===== config.mk =====
export PLATFORM = sky130hd
export DESIGN_NAME = led_bank_sched
export DESIGN_NICKNAME = d
export VERILOG_FILES = /design/src/rtl/led_sched_pkg.sv /design/src/rtl/led_rr_pick.sv /design/src/rtl/led_bank_sched.sv
export SDC_FILE = /design/constraint.sdc
export NUM_CORES = 1
export LEC_CHECK = 0
export CAP_MARGIN = 20
export CORE_ASPECT_RATIO = 0.7
export CORE_MARGIN = 8
export CORE_UTILIZATION = 48
export DETAILED_ROUTE_END_ITERATION = 6
export GPL_ROUTABILITY_DRIVEN = 1
export PLACE_DENSITY = 0.85
export SLEW_MARGIN = 20
export SYNTH_ARGS = -nofsm -noshare
export SYNTH_HDL_FRONTEND = slang
export SYNTH_SLANG_ARGS = --single-unit

===== constraint.sdc =====
create_clock -name clk_24m -period 5.85 [get_ports clk_24m]
set_clock_uncertainty 0.15 [all_clocks]
set_input_delay 0.585 -clock clk_24m [delete_from_list [all_inputs] [get_ports clk_24m]]
set_output_delay 0.585 -clock clk_24m [all_outputs]
set_load 0.02 [all_outputs]

===== src/rtl/led_sched_pkg.sv =====
// ============================================================================
// Module  : led_sched_pkg
// Brief   : Shared state encoding and constants for the LED bank scheduler.
// Revision: 1.0 - initial release
// ============================================================================
`default_nettype none

package led_sched_pkg;

    typedef enum logic [1:0] {
        ST_IDLE  = 2'd0,
        ST_OWN   = 2'd1,
        ST_BLANK = 2'd2
    } state_e;

    localparam logic [24:0] SLOT_CYCLES_DEF = 25'd12_000_000;
    localparam logic [15:0] LED_OFF         = 16'hffff;

endpackage

`default_nettype wire


===== src/rtl/led_rr_pick.sv =====
// ============================================================================
// Module  : led_rr_pick
// Brief   : Combinational round-robin picker; first set req after 'last'.
// Revision: 1.0 - initial release
// ============================================================================
`default_nettype none

module led_rr_pick #(
    parameter int N_REQ = 4,
    parameter int IDW   = $clog2(N_REQ)
) (
    input  logic [N_REQ-1:0] req,
    input  logic [IDW-1:0]   last,
    output logic             hit,
    output logic [IDW-1:0]   idx
);

    logic [IDW-1:0] w_cand;

    // Scan last+1 .. last+N_REQ with wrap; the previous owner is considered last.
    always_comb begin
        hit    = 1'b0;
        idx    = '0;
        w_cand = '0;
        for (int k = 1; k <= N_REQ; k++) begin
            w_cand = IDW'((int'(last) + k) % N_REQ);
            if (!hit && req[w_cand]) begin
                hit = 1'b1;
                idx = w_cand;
            end
        end
    end

endmodule

`default_nettype wire


===== src/rtl/led_bank_sched.sv =====
// ============================================================================
// Module  : led_bank_sched
// Brief   : Round-robin time-slice owner of the active-low 16-bit LED bank.
//           Optional owner-change dead cycle: define LED_SCHED_BLANK_EN.
// Revision: 1.0 - initial release
// ============================================================================
`default_nettype none

module led_bank_sched
    import led_sched_pkg::*;
#(
    parameter int          N_REQ        = 4,
    parameter logic [24:0] SLOT_CYCLES  = SLOT_CYCLES_DEF,
    parameter logic [15:0] IDLE_PATTERN = LED_OFF,
    localparam int         IDW          = $clog2(N_REQ)
) (
    input  logic                 clk_24m,
    input  logic                 rst_n,
    input  logic [N_REQ-1:0]     req,
    input  logic [16*N_REQ-1:0]  req_data,
    output logic [N_REQ-1:0]     gnt,
    output logic [IDW-1:0]       owner_id,
    output logic [15:0]          led
);

    state_e            r_state_q, w_state_d;
    logic [IDW-1:0]    r_owner_q, w_owner_d;
    logic [IDW-1:0]    r_last_q,  w_last_d;
    logic [24:0]       r_slot_q,  w_slot_d;
    logic [N_REQ-1:0]  r_gnt_q,   w_gnt_d;
    logic [15:0]       r_led_q,   w_led_d;

    logic              w_hit;
    logic [IDW-1:0]    w_pick;
    logic              w_take;
    logic              w_others;
    logic [N_REQ-1:0]  w_owner_oh;

    led_rr_pick #(
        .N_REQ (N_REQ),
        .IDW   (IDW)
    ) u_pick (
        .req  (req),
        .last (r_last_q),
        .hit  (w_hit),
        .idx  (w_pick)
    );

    always_comb begin
        w_state_d  = r_state_q;
        w_owner_d  = r_owner_q;
        w_last_d   = r_last_q;
        w_slot_d   = r_slot_q;
        w_take     = 1'b0;
        w_owner_oh = '0;
        for (int i = 0; i < N_REQ; i++) begin
            if (r_owner_q == IDW'(i)) begin
                w_owner_oh[i] = 1'b1;
            end
        end
        w_others = |(req & ~w_owner_oh);

        case (r_state_q)
            ST_IDLE: begin
                if (w_hit) begin
                    w_take = 1'b1;
                end
            end
            ST_OWN: begin
                // An owner dropping its request wins over a coincident expiry.
                if (!req[r_owner_q]) begin
`ifdef LED_SCHED_BLANK_EN
                    w_state_d = ST_BLANK;
`else
                    if (w_hit) begin
                        w_take = 1'b1;
                    end else begin
                        w_state_d = ST_IDLE;
                    end
`endif
                end else if (r_slot_q == SLOT_CYCLES - 25'd1) begin
                    if (w_others) begin
`ifdef LED_SCHED_BLANK_EN
                        w_state_d = ST_BLANK;
`else
                        w_take = 1'b1;
`endif
                    end else begin
                        w_slot_d = '0;
                    end
                end else begin
                    w_slot_d = r_slot_q + 25'd1;
                end
            end
`ifdef LED_SCHED_BLANK_EN
            ST_BLANK: begin
                if (w_hit) begin
                    w_take = 1'b1;
                end else begin
                    w_state_d = ST_IDLE;
                end
            end
`endif
            default: begin
                w_state_d = ST_IDLE;
            end
        endcase

        if (w_take) begin
            w_state_d = ST_OWN;
            w_owner_d = w_pick;
            w_last_d  = w_pick;
            w_slot_d  = '0;
        end

        // Outputs are registered from the next state so grant and data land together.
        w_gnt_d = '0;
        w_led_d = IDLE_PATTERN;
        if (w_state_d == ST_OWN) begin
            for (int i = 0; i < N_REQ; i++) begin
                if (w_owner_d == IDW'(i)) begin
                    w_gnt_d[i] = 1'b1;
                    w_led_d    = req_data[16*i +: 16];
                end
            end
        end
    end

    always_ff @(posedge clk_24m) begin
        if (!rst_n) begin
            r_state_q <= ST_IDLE;
            r_owner_q <= '0;
            r_last_q  <= IDW'(N_REQ - 1);
            r_slot_q  <= '0;
            r_gnt_q   <= '0;
            r_led_q   <= IDLE_PATTERN;
        end else begin
            r_state_q <= w_state_d;
            r_owner_q <= w_owner_d;
            r_last_q  <= w_last_d;
            r_slot_q  <= w_slot_d;
            r_gnt_q   <= w_gnt_d;
            r_led_q   <= w_led_d;
        end
    end

    assign gnt      = r_gnt_q;
    assign owner_id = r_owner_q;
    assign led      = r_led_q;

endmodule

`default_nettype wire

==> results.md, run 1 <==
- Via count: 2336
- Antenna violations before repair: 0
- Syn Nets: between 300 and 400
- Worst reg2reg path depth: 6
- DR pass1 iterations: 4
- Slowest CP cell: mux2i_1
- Synthesis-to-layout area growth: 42.76%
- Max cap viols: 0
- PwrDens: approximately 220 nW/um2
- Overall Global Routing Usage: between 10% and 20%
- Fin. Hold Viols: 0
- Fraction of registers with async set/reset: 0%
- Detailed Route Iter0 Violations: 170
- CTS tree: built
- Leakage: 0.001361 uW
- Final #Nets: 432
- Maximum VDD drop: 0.0001331 V
- Register area share after synthesis: 40.76%
- DRC violations left: 0
- Primary flip-flop cell chosen by synthesis mapping: dfxtp_1
- Diode count: 0
- Dpl ws: roughly 2.1 ns
- Peak Freq: 291.4 MHz
- Setup TNS: 0 ns
- Crit-path max cell delay: around 0.85 ns
- Ports: 92
- Commonest non-fill, non-tap cell in the layout: clkdlybuf4s50_1
- Post-Syn Area: roughly 2500 um2
- Routed wire length: slightly below 7000 um
- First-pass GRT wire length: roughly 12000 um
- Main area contributors after synthesis: dfxtp_1 41%, mux2i_1 9.2%, nor2_1 4.3%
- Die Width: ~100 um
- Initial core utilization: about half
- Post-synth EDFFs: 0
- Postcts setup bufs: 0
- Clock Sink Count: 51
- Via-per-instance ratio: about 5.4
- Clk root buf: clkbuf_8
- Crit path max fanout: 22
- Placed Instances: 426
- Post-route insts no fill: ~430
- Clock buffer depth: 2
- Hold buffer count at CTS: 0
- Leading area contributor after synthesis: dfxtp_1
- Max layer used: met4
- Most frequent cells in the layout: 91 x clkdlybuf4s50_1, 51 x dfxtp_1, 29 x nor2_1
- CP most frequent cell: a21oi_1
- Area share of the largest cell type after synthesis: approximately two fifths
- Syn Inst Count: around 270
- Largest net degree at the start of global routing: 25
- Row count: 22
- M1 WL: between 3000 and 4000 um
- Met3 Wirelength: between 300 and 400 um
- Hold path cells: 2
- Post-detailed-route count of antenna-violating nets: 0
- Total gr overflow: 0
- Layout cell share with drive strength beyond 1: under 10%
- Die height: 76.44 um
- Clock-pin slew on the worst setup and hold paths: 0.09 ns
- Yosys warning count: 0
- Worst Setup End Kind: register
- DR WL/cell: 15.86 um
- Final critical-path share of the clock period: 58.66%
- Die area: 7823 um2
- Post-DP HPWL: around 5400 um
- Worst setup margin: roughly 2.4 ns
- Average size of a mapped cell: just over 9 um2
- R2R Setup Slk: roughly 2.4 ns
- Critical path required time: 5.92 ns
- Final core utilization: between 60 and 70%
- CTS Buf Count: 5
- Post_cts resized: 0
- Setup violators final: 0
- Hold Crit Class: register to register
- H-tree depth: 2
- Worst path cell trace: clkdlybuf4s50_1, nor2_1, a21oi_1, nand2_1, nor3_1, mux2i_1, o32ai_1, a21oi_1
- Worst Max-Slew Pin Slew: about 1.0 ns
- Synth Register Bits: 51
- Clock Latency Late Sink: about 0.30 ns
- Post-synth cell types: between 40 and 50
- CP arrival: ~3.5 ns
- Slew headroom: ~28%
- Port Buffer Count: between 90 and 100
- Tmin final: 3.432 ns
- RSZ-0062 raised after global routing: false
- Status: finished clean
- Startpoint Class: input port
- RePlAce Congestion: around 0.8
- Crit Path Category: input port to register
- Met2 Wirelength: between 3000 and 4000 um
- Final Max Slew Viols: 0
- Number of global-route vias before repair: about 2300
- Core area: between 5000 and 6000 um2
## cell type report
cell class | instances | area [um2]
clock inverters | 3 | 43.79
flip-flops and latches | 51 | 1021
inverters | 7 | 26.28
repair buffers | 93 | 925.9
multi-input cells | 203 | 1400
well taps | 72 | 90.09
fillers | 404 | 1572
clock buffers | 5 | 68.82
## cell usage after synthesis, types with 2 or more instances
master	count
and3_1	10
a21oi_1	21
nor2_1	29
clkbuf_1	4
buf_2	4
nor2b_1	5
o21ai_1	3
nand4_1	5
inv_2	2
o32ai_1	12
nor3_1	3
a221oi_1	2
and2_1	6
a21o_1	2
or2_1	2
or3_1	2
xnor2_1	10
inv_1	5
nand2_1	13
buf_6	2
nand2b_1	7
o21ai_0	2
xor2_1	12
o211ai_1	4
dfxtp_1	51
and4_1	5
mux2i_1	23
nand3_1	10
## sequential cells by signal (all words and copies together) (netlist names)
| name | count |
|---|---|
| gnt | 4 |
| led | 16 |
| owner_id | 2 |
| r_last_q | 2 |
| r_slot_q | 25 |
| r_state_q | 2 |
## per-stage QoR
| stage | hold WS, ns | area, um2 | total power (uW) |
|---|---|---|---|
| after floorplan | 0.3116 | 2505 | 457.5 |
| after global placement | 0.3350 | 3463 | 540.2 |
| after detailed placement | 0.3514 | 3463 | 543.1 |
| after CTS | 0.3657 | 3576 | 780.5 |
| after global routing | 0.3961 | 3576 | 810.8 |
| final | 0.3617 | 3576 | 776.6 |
## final timing paths
kind                        startpoint                   endpoint
max                             req[0]         led[14]$_SDFF_PN1_
min reg2reg  r_slot_q[23]$_SDFFE_PP0P_  r_slot_q[23]$_SDFFE_PP0P_
max reg2reg  r_slot_q[13]$_SDFFE_PP0P_         led[14]$_SDFF_PN1_
min          r_slot_q[23]$_SDFFE_PP0P_  r_slot_q[23]$_SDFFE_PP0P_
## cell families after synthesis
group | Yosys count | share of synthesized area, %
simple gates | 104 | 22.48
compound gates | 51 | 14.84
xor+xnor | 22 | 7.692
flops | 51 | 40.76
other cells | 1 | 0.1497
fa+ha+maj | 1 | 0.4994
buf+inv | 18 | 3.496
mux | 24 | 10.09
## worst max-delay path, delay by kind of cell
family / cells / cell delay (ns)
muxes: 1 / 0.85
and+or+nand+nor: 3 / 0.95
buffers and inverters: 1 / 0.52
AOI/OAI and AO/OA: 3 / 0.59
## layer usage
layer  global-route usage (%)  up-vias
li1                         -     1164
met1                    23.27     1110
met2                    30.10       57
met3                    3.467        5
met4                    5.839        0
met5                        0        -
## power breakdown
| group | internal [uW] | total (uW) | switching [uW] |
|---|---|---|---|
| clock network | 127 | 242 | 114 |
| registers | 361 | 368 | 6.93 |
| logic | 91.2 | 167 | 75.5 |
Note: power is estimated with default switching activity, not from simulation.
==> inputs of run 2 (changes only) <==
--- a/config.mk
+++ b/config.mk
@@ -8,10 +8,10 @@
 export CAP_MARGIN = 20
 export CORE_ASPECT_RATIO = 0.7
 export CORE_MARGIN = 8
-export CORE_UTILIZATION = 48
+export CORE_UTILIZATION = 40
 export DETAILED_ROUTE_END_ITERATION = 6
 export GPL_ROUTABILITY_DRIVEN = 1
-export PLACE_DENSITY = 0.85
+export PLACE_DENSITY = 0.76
 export SLEW_MARGIN = 20
 export SYNTH_ARGS = -nofsm -noshare
 export SYNTH_HDL_FRONTEND = slang
==> constraint.sdc (replaced) <==
create_clock -name clk_24m -period 3.05 [get_ports clk_24m]
set_clock_uncertainty 0.15 [all_clocks]
set_input_delay 0.305 -clock clk_24m [delete_from_list [all_inputs] [get_ports clk_24m]]
set_output_delay 0.305 -clock clk_24m [all_outputs]
set_load 0.02 [all_outputs]
==> run 2 against run 1 <==
Compared with the run above:
- final area increased by 2.5%
- largest cell class unchanged
- flip-flop and latch count unchanged
- hold slack improved by 0.0070 ns
- combinational power increased by 100%
- first-iteration DRC count decreased by 32%
- clock-buffer cell count increased by 3
- global-route usage decreased by 2.3 points
- routed wire length increased by 6.7%
- critical path depth increased by 1
- via count increased by 0.68%
==> results.md, run 2 (synthesis gave the netlist of run 1 again) <==
- Startpoint Class: register
- Final core utilization: 59.55% (-9.9 points)
- Hold Crit Class: register to register
- Leakage: 0.001415 uW (+4.0%)
- Min Hold Slack: 0.3687 ns (+0.006984 ns)
- Max cap viols: 0 (unchanged)
- H-tree depth: 2 (unchanged)
- Row count: 24 (+9.1%)
- Setup TNS: 0 ns (unchanged)
- Power share of the sequential group: 48.1% (+0.7 points)
- Placed Instances: 443 (+4.0%)
- Crit path max fanout: 17 (-23%)
- Initial core utilization: 40.69% (-8.0 points)
- Worst Setup End Kind: register
- Tmin final: between 2 and 3 ns
- Peak Freq: between 300 and 400 MHz
- Core area: 6156 um2 (+20%)
- WHS Endpoint: r_slot_q[19]$_SDFFE_PP0P_
- Die area: 9091 um2 (+16%)
- Clock-pin slew on the worst setup and hold paths: 0.09 ns (about the same)
- Most frequent cells in the layout: 91 x clkdlybuf4s50_1, 51 x dfxtp_1, 29 x nor2_1
- Final critical-path share of the clock period: 90.64%
- RSZ-0062 raised after global routing: false
- Reg2Reg Launch Point: r_slot_q[0]$_SDFFE_PP0P_
- Post_cts resized: 0 (unchanged)
- Worst reg2reg path depth: 9 (+3)
- Switching share of total power: 25.69% (+0.35 points)
- Overall Global Routing Usage: 16.00% (-2.3 points)
- PwrDens: 400.8 nW/um2 (+85%)
- DR pass1 iterations: 4 (unchanged)
- Top reg by flops: r_slot_q
- Critical path required time: 3.07 ns (-2.85 ns)
- Post-detailed-route count of antenna-violating nets: 0 (unchanged)
- Worst path cell trace: ha_1, nand4_1, or4_4, o21ai_4, buf_4, mux2i_1, buf_4, o32ai_1, a21oi_1
- Layout cell share with drive strength beyond 1: 8.311% (+2.5 points)
- Antenna violations before repair: 0 (unchanged)
- WP depth: 9 (+1)
- First-pass GRT wire length: 11920 um (+3.5%)
- DR WL/cell: 16.29 um (+2.7%)
- CP Buf/Inv Count: 2 (+1)
- Setup violators final: 0 (unchanged)
- Clock buffer depth: 2 (unchanged)
- Maximum VDD drop: 0.0001969 V (+48%)
- Commonest non-fill, non-tap cell in the layout: clkdlybuf4s50_1
- Clock Latency Late Sink: 0.30 ns (about the same)
- CP arrival: 2.79 ns (-0.71 ns)
- Gate power share: 23.3% (+1.8 points)
- Ports: 92 (unchanged)
- Final Max Slew Viols: 0 (unchanged)
- RePlAce Congestion: 0.7974 (-0.72%)
- Hold buffer count at CTS: 0 (unchanged)
- Status: finished clean
- R2R Setup Slk: 0.29 ns (-2.13 ns)
- Clock Sink Count: 51 (unchanged)
- Postcts setup bufs: 0 (unchanged)
- Worst Max-Slew Pin Slew: 0.6730 ns (-0.3737 ns)
- Clock Power Share: 28.6% (-2.5 points)
- Via count: 2352 (+0.68%)
- Post-DP HPWL: 5785 um (+6.9%)
- Slowest CP cell: or4_4
- Routed wire length: 7345 um (+6.7%)
- Number of global-route vias before repair: 2304 (+1.6%)
- CTS tree: built
- RR Endpoint: led[8]$_SDFF_PN1_
- Fin. Hold Viols: 0 (unchanged)
- Crit-path leading delay family: simple AND/OR/NAND/NOR gates
- DRC violations left: 0 (unchanged)
- Clk root buf: clkbuf_8
- Die height: 82.21 um (+7.5%)
- Total gr overflow: 0 (unchanged)
- Die Width: 110.6 um (+8.1%)
- Hold wc startpoint: r_slot_q[19]$_SDFFE_PP0P_
- Hold path cells: 2 (unchanged)
- Slew headroom: 54.76% (+27 points)
- Synthesis-to-layout area growth: 46.35%
- Max reg flops: 25 (unchanged)
- Largest net degree at the start of global routing: 25 (unchanged)
- Diode count: 0 (unchanged)
- Via-per-instance ratio: 5.215 (-3.1%)
- CTS Buf Count: 5 (unchanged)
- Port Buffer Count: 91 (unchanged)
- Total power draw: 1469 uW (+89%)
- Crit Path Category: register to register
- Critical Path Source: r_slot_q[0]$_SDFFE_PP0P_
- CP most frequent cell: buf_4
- Final #Nets: 443 (+2.5%)
- Crit-path max cell delay: 0.60 ns (-0.25 ns)
- Cell-internal power: 1092 uW (+88%)
- NetSw: 377.5 uW (+92%)
- Post-route insts no fill: 451 (+3.9%)
- Detailed Route Iter0 Violations: 116 (-32%)
==> run 2: worst max-delay path by stage <==
stage	end	slack, ns
after floorplan	led[10]$_SDFF_PN1_	0.25
after global placement	r_slot_q[19]$_SDFFE_PP0P_	0.34
after detailed placement	r_slot_q[23]$_SDFFE_PP0P_	0.23
after CTS	led[7]$_SDFF_PN1_	0.27
after global routing	led[10]$_SDFF_PN1_	0.13
final	led[8]$_SDFF_PN1_	0.29
==> run 2: power by group through the flow <==
stage                     logic [uW]  registers (uW)  clock network, uW
after CTS                        344             708                431
after global routing             363             711                465
after global placement           337             722                  0
after floorplan                  128             750                  0
final                            342             707                420
after detailed placement         343             723                  0
==> run 2: worst reg2reg max path, stage by stage (launching register included) <==
cell	delay [ns]
dfxtp_1	0.40
ha_1	0.29
nand4_1	0.19
or4_4	0.60
o21ai_4	0.18
buf_4	0.20
mux2i_1	0.08
buf_4	0.19
o32ai_1	0.29
a21oi_1	0.07
==> run 2: cell type report <==
class | instances | area (um2)
fillers | 544 | 2490
multi-input cells | 203 | 1400
flip-flops and latches | 51 | 1021
repair buffers | 104 | 1021
clock buffers | 8 | 100.1
well taps | 78 | 97.59
inverters | 7 | 26.28
==> run 2: per-stage QoR <==
stage	worst slack, ns	instance area [um2]
floorplan	0.2510	2505
global placement	0.3368	3566
detailed placement	0.2265	3566
CTS	0.2671	3666
global route	0.1267	3666
finish	0.2855	3666
==> run 2: routing by layer <==
layer  vias up  routed length, um  GRT usage, %
met3         4                297         3.175
li1       1182                  -             -
met1      1109               3195         18.59
met2        57               3793         30.25
met4         0                 59         3.624
met5         -                  0             0
==> inputs of run 3 (changes only) <==
--- a/config.mk
+++ b/config.mk
@@ -9,6 +9,7 @@
 export CORE_ASPECT_RATIO = 0.7
 export CORE_MARGIN = 8
 export CORE_UTILIZATION = 40
+export CTS_CLUSTER_DIAMETER = 60
 export DETAILED_ROUTE_END_ITERATION = 6
 export GPL_ROUTABILITY_DRIVEN = 1
 export PLACE_DENSITY = 0.76
==> results of run 3 <==
Final layout, timing and power as in run 2 (identical DEF).
